===== config.mk =====
export PLATFORM = sky130hd
export DESIGN_NAME = mpu_ip_control
export DESIGN_NICKNAME = d
export VERILOG_FILES = /design/src/rtl/mpu_ip_control.sv
export SDC_FILE = /design/constraint.sdc
export NUM_CORES = 1
export LEC_CHECK = 0
export CAP_MARGIN = 20
export CORE_MARGIN = 2
export CORE_UTILIZATION = 48
export CTS_BUF_LIST = sky130_fd_sc_hd__clkbuf_4 sky130_fd_sc_hd__clkbuf_8
export CTS_CLUSTER_SIZE = 30
export DETAILED_ROUTE_END_ITERATION = 6
export HOLD_SLACK_MARGIN = 0.05
export PLACE_DENSITY = 0.91
export SYNTH_ARGS = -nofsm -noshare
export SYNTH_HDL_FRONTEND = slang
export SYNTH_SLANG_ARGS = --single-unit
export TNS_END_PERCENT = 100

===== constraint.sdc =====
create_clock -name sys_clk -period 2.77 [get_ports sys_clk]
set_input_delay 0.277 -clock sys_clk [delete_from_list [all_inputs] [get_ports sys_clk]]
set_output_delay 0.277 -clock sys_clk [all_outputs]
set_load 0.005 [all_outputs]

===== src/rtl/mpu_ip_control.sv =====
// mpu_ip_control: instruction pointer / sequencing stage after the MPU execution stage
// Inputs : sys_clk, sys_rst_n (async, active low), en, ip_incr, ip_load, ip_data,
//          user_irq, hm_start, hm_ack, irq_clear
// Outputs: ip, exec_en, commit (gates register-file writes), hm_req, irq, fault, fault_code
module mpu_ip_control #(
  parameter int CODE_BYTES = 4096,
  parameter int HM_TIMEOUT = 1023
) (
  input  logic        sys_clk,
  input  logic        sys_rst_n,
  input  logic        en,
  input  logic [15:0] ip_incr,
  input  logic        ip_load,
  input  logic [15:0] ip_data,
  input  logic        user_irq,
  input  logic        hm_start,
  input  logic        hm_ack,
  input  logic        irq_clear,
  output logic [15:0] ip,
  output logic        exec_en,
  output logic        commit,
  output logic        hm_req,
  output logic        irq,
  output logic        fault,
  output logic [1:0]  fault_code
);
  localparam int CW = $clog2(HM_TIMEOUT + 1);
  typedef enum logic [2:0] {IDLE, RUN, HM_WAIT, IRQ_WAIT, HALT} state_t;
  state_t state_q, state_d;
  logic [15:0] ip_q, ip_d;
  logic [CW-1:0] cnt_q, cnt_d;
  logic hm_req_q, hm_req_d, irq_q, irq_d, fault_q, fault_d;
  logic [1:0] code_q, code_d;
  logic [15:0] seq_ip, nip;
  logic nip_oob, seq_oob;
  // seq_ip is the fall-through address; interrupts and host-load completions never redirect
  assign seq_ip  = ip_q + ip_incr;
  assign nip     = ip_load ? ip_data : seq_ip;
  assign nip_oob = 32'(nip) >= CODE_BYTES;
  assign seq_oob = 32'(seq_ip) >= CODE_BYTES;
  always_ff @(posedge sys_clk or negedge sys_rst_n) begin
    if (!sys_rst_n) begin
      state_q  <= IDLE;
      ip_q     <= '0;
      cnt_q    <= '0;
      hm_req_q <= 1'b0;
      irq_q    <= 1'b0;
      fault_q  <= 1'b0;
      code_q   <= '0;
    end else begin
      state_q  <= state_d;
      ip_q     <= ip_d;
      cnt_q    <= cnt_d;
      hm_req_q <= hm_req_d;
      irq_q    <= irq_d;
      fault_q  <= fault_d;
      code_q   <= code_d;
    end
  end
  always_comb begin
    state_d  = state_q;
    ip_d     = ip_q;
    cnt_d    = cnt_q;
    hm_req_d = 1'b0;
    irq_d    = irq_q;
    fault_d  = fault_q;
    code_d   = code_q;
    // fault/fault_code survive en low so the CPU can read them; cleared on IDLE->RUN
    if (!en) begin
      state_d = IDLE;
      ip_d    = '0;
      irq_d   = 1'b0;
    end else begin
      case (state_q)
        IDLE: begin
          state_d = RUN;
          fault_d = 1'b0;
          code_d  = 2'd0;
        end
        RUN: begin
          if (ip_incr == '0) begin
            state_d = HALT;
            fault_d = 1'b1;
            code_d  = 2'd3;
          end else if (hm_start) begin
            state_d  = HM_WAIT;
            hm_req_d = 1'b1;
            cnt_d    = '0;
          end else if (nip_oob) begin
            state_d = HALT;
            fault_d = 1'b1;
            code_d  = 2'd1;
          end else if (user_irq) begin
            state_d = IRQ_WAIT;
            ip_d    = seq_ip;
            irq_d   = 1'b1;
          end else begin
            ip_d = nip;
          end
        end
        HM_WAIT: begin
          // an ack on the timeout cycle wins over the timeout
          if (hm_ack) begin
            state_d = seq_oob ? HALT : RUN;
            ip_d    = seq_oob ? ip_q : seq_ip;
            fault_d = seq_oob;
            code_d  = seq_oob ? 2'd1 : code_q;
          end else if (cnt_q == CW'(HM_TIMEOUT)) begin
            state_d = HALT;
            fault_d = 1'b1;
            code_d  = 2'd2;
          end else begin
            cnt_d = cnt_q + CW'(1);
          end
        end
        IRQ_WAIT: begin
          state_d = irq_clear ? RUN : IRQ_WAIT;
          irq_d   = ~irq_clear;
        end
        default: ;
      endcase
    end
  end
  always_comb begin
    ip         = ip_q;
    exec_en    = state_q == RUN;
    commit     = (exec_en & ~hm_start) | ((state_q == HM_WAIT) & hm_ack);
    hm_req     = hm_req_q;
    irq        = irq_q;
    fault      = fault_q;
    fault_code = code_q;
  end
endmodule


==> metrics <==
Final Hold Fails 0; top cells by area, synth sky130_fd_sc_hd__dfrtp_1 (30%), sky130_fd_sc_hd__ha_1 (7.0%), sky130_fd_sc_hd__a211oi_2 (4.8%), sky130_fd_sc_hd__a21oi_1 (4.6%), sky130_fd_sc_hd__nand2_1 (4.0%); FFs w/ async S/R, synth 100.0%; fin util 75.06%; most frequent cells after synthesis sky130_fd_sc_hd__dfrtp_1 (34), sky130_fd_sc_hd__nand2_1 (30), sky130_fd_sc_hd__a21oi_1 (26); achievable frequency between 300 and 400 MHz; count of vias placed by the detailed router between 3000 and 4000; First DRT Iteration DRCs a little under 300; number of warnings issued by yosys 0; result of the run finished with violations; number of nets in the finished design roughly 510; total grt overflow 0; Placer Congestion ~0.94; Setup Total Neg Slack -5.086 ns; cell with the largest stage delay on the worst path sky130_fd_sc_hd__dfrtp_1; required time at the endpoint of the critical path between 2 and 3 ns; pin count of the biggest net entering global routing 35; static leakage power slightly below 2 nW; starting density of the core around half; post-DR vias/cell about 6.4; arrival time at the worst endpoint between 3 and 4 ns; mean instance size in the synthesized netlist between 8 and 9 um2; vias in the first global route approximately 3100; count of endpoints failing setup in the final report 23; cell accounting for the most synthesized area sky130_fd_sc_hd__dfrtp_1; # fillers 376; HPWL after detailed placement approximately 7000 um; post-synthesis register bit count 34; count of maximum capacitance violations 0; destination of the worst register-to-register timing path ip[4]$_DFFE_PN0P_; first-pass GRT wire length around 15000 um; Synth Instances 322; routed wire length 10680 um; number of antenna violations at the first check in global routing 0; die footprint between 6000 and 7000 um2; period utilization 110.0%; mean routed wirelength per cell around 20 um; share of the yosys chip area belonging to registers between 20 and 30%; total power density per cell area 418.2 nW/um2; antenna violation net count after detailed routing 0; antenna diode count 0; Synth Net Count 379; share of cells above drive strength 1 30.97%; EDFF count, synth 0; number of pins with negative max-slew slack in the final report 0; Die Height roughly 80 um; setup repair after global routing missed its margin yes; nature of the critical path endpoint register; violations in the final reports negative setup slack; r2r setup slk -0.28 ns; top flip-flop cell by instance count after synthesis sky130_fd_sc_hd__dfrtp_1; DRC violation count after routing 0; worst slew pin tran between 0.9 and 1 ns; Distinct cells, synth 58; H-tree depth 2; cell breakdown of the critical path ha_4 -> inv_2 -> fa_2 -> nor2b_4 -> o2111ai_4 -> a21oi_4 -> o31ai_4 -> a211o_1 -> a211oi_4 -> buf_6 -> buf_8 -> o221ai_2 -> o211a_1; maximum net fanout on the critical path 8; Site Rows 28; startpoint class of the critical path register; Clock transition at path regs around 0.08 ns; area fraction of the dominant cell type after synthesis 29.88%; growth of design area from synthesis to finish 53.30%; post-route setup slack -0.2781 ns; Final Non-Filler Cells about 530; setup skew after layout approximately 0.012 ns; root buffer cell sky130_fd_sc_hd__clkbuf_8; placed cell count a little over 500; FF-to-FF Start ip[0]$_DFFE_PN0P_; most used standard cell by instance count after synthesis sky130_fd_sc_hd__dfrtp_1; first-pass iteration count of the detailed router 6; CORE AREA roughly 5800 um2; Total Power approximately 1.8 mW; post-route minimum period around 3.0 ns; headroom to the max-slew limit ~37%; Critical Path Max Stage Delay between 0.4 and 0.5 ns; total CTS buffers 5; number of buffers added on ports 62; source-to-sink clock delay at the later pin of the worst-skew pair roughly 0.30 ns; startpoint of the worst setup timing path ip[0]$_DFFE_PN0P_; Max VDD drop between 0.3 and 0.4 mV; buffer depth of the longest clock path 2; Die X around 81 um; worst reg2reg path depth 13; CTS tree done; crit path kind reg -> reg; Hold Path Class in -> async; number of clock sinks 34; GRT Resource Usage Total 29.01%; Synth Cell Area 2848 um2; Boundary Pins 63
[worst max-delay path, delay by kind of cell, from the launching register on]
kind | cells | cell delay, ns
adder cells (fa/ha/maj) | 2 | 0.55
flip-flops | 1 | 0.43
buffers and inverters | 3 | 0.31
AND/OR/NAND/NOR | 1 | 0.19
AO/OA/AOI/OAI | 7 | 1.45
[worst max path at each step]
stage                                     end  slack [ns]  cells past startpoint
detailed placement          fault$_DFFE_PN0P_       -0.67                     12
CTS                 fault_code[1]$_DFFE_PN0P_       -0.07                     11
floorplan           fault_code[1]$_DFFE_PN0P_       0.008                     11
global route                ip[6]$_DFFE_PN0P_       -0.35                     13
global placement    fault_code[1]$_DFFE_PN0P_       -0.48                     12
finish                      ip[4]$_DFFE_PN0P_       -0.28                     13
[stage by stage]
stage,hold slack (ns),instance area [um2],worst slack [ns]
finish,0.3805,4365,-0.2781
global route,0.4276,4365,-0.3469
CTS,0.3999,4188,-0.06853
detailed placement,0.5196,3978,-0.6679
global placement,0.5132,3978,-0.4836
floorplan,-0.01859,2873,0.007655
[cells by family (layout without fill, tap and decap cells)]
logic type	after synthesis	after routing	synth area share, %
adders and majority gates	17	17	7.733
AOI/OAI and AO/OA	105	105	28.43
muxes	10	10	3.559
buffers and inverters	23	152	4.394
and+or+nand+nor	117	118	21.09
xor gates and xnor gates	16	16	4.921
DFF	34	34	29.88
[where the power goes]
part | switching [mW] | internal, mW
clock network | 0.203 | 0.200
registers | 0.0620 | 0.548
logic | 0.411 | 0.402
[cell type report]
type | count | area (um2) | area share [%]
well taps | 75 | 93.84 | 2.150
repair buffers | 136 | 1196 | 27.40
clock inverters | 2 | 12.51 | 0.2866
clock buffers | 6 | 82.58 | 1.892
flip-flops and latches | 34 | 850.8 | 19.49
multi-input cells | 266 | 2100 | 48.09
inverters | 8 | 30.03 | 0.6879
[cell usage in the layout (no fill, tap or decap), types with 5 or more instances in the layout]
cell	synthesis	final
sky130_fd_sc_hd__a21oi_1	26	23
sky130_fd_sc_hd__xor2_1	6	6
sky130_fd_sc_hd__nand2_1	30	30
sky130_fd_sc_hd__dfrtp_1	34	34
sky130_fd_sc_hd__a21o_1	7	7
sky130_fd_sc_hd__clkdlybuf4s50_1	0	60
sky130_fd_sc_hd__a211oi_2	11	14
sky130_fd_sc_hd__clkbuf_8	0	6
sky130_fd_sc_hd__nor2_1	23	21
sky130_fd_sc_hd__o21a_1	5	5
sky130_fd_sc_hd__xnor2_1	10	10
sky130_fd_sc_hd__nor3_1	17	14
sky130_fd_sc_hd__nand3_1	7	7
sky130_fd_sc_hd__inv_1	8	7
sky130_fd_sc_hd__nor4_1	6	6
sky130_fd_sc_hd__buf_4	3	70
sky130_fd_sc_hd__ha_1	16	14
sky130_fd_sc_hd__o21ai_0	17	11
sky130_fd_sc_hd__mux2i_1	9	9
[layer usage]
metal,vias up,wire length [um],global-route usage (%)
met3,81,844,3.556
met5,-,0,0
met2,236,5212,51.65
met1,1610,3953,35.04
met4,0,674,12.71
li1,1462,-,-
[sequential cells by signal, summed over array words and instances, names as in the netlist]
name,cells
hm_req,1
ip,16
fault,1
state_q,3
fault_code,2
irq,1
cnt_q,10
[timing repair]
| item | CTS | global route |
|---|---|---|
| gates cloned | 1 | 0 |
| pin swaps | 15 | 23 |
| setup endpoints to repair | 23 | 23 |
| setup buffers | 2 | 8 |
| hold endpoints to repair | 0 | 0 |
| hold buffers | 0 | 0 |
| gates resized for setup | 21 | 26 |
Power figures use the tool's default switching activity.
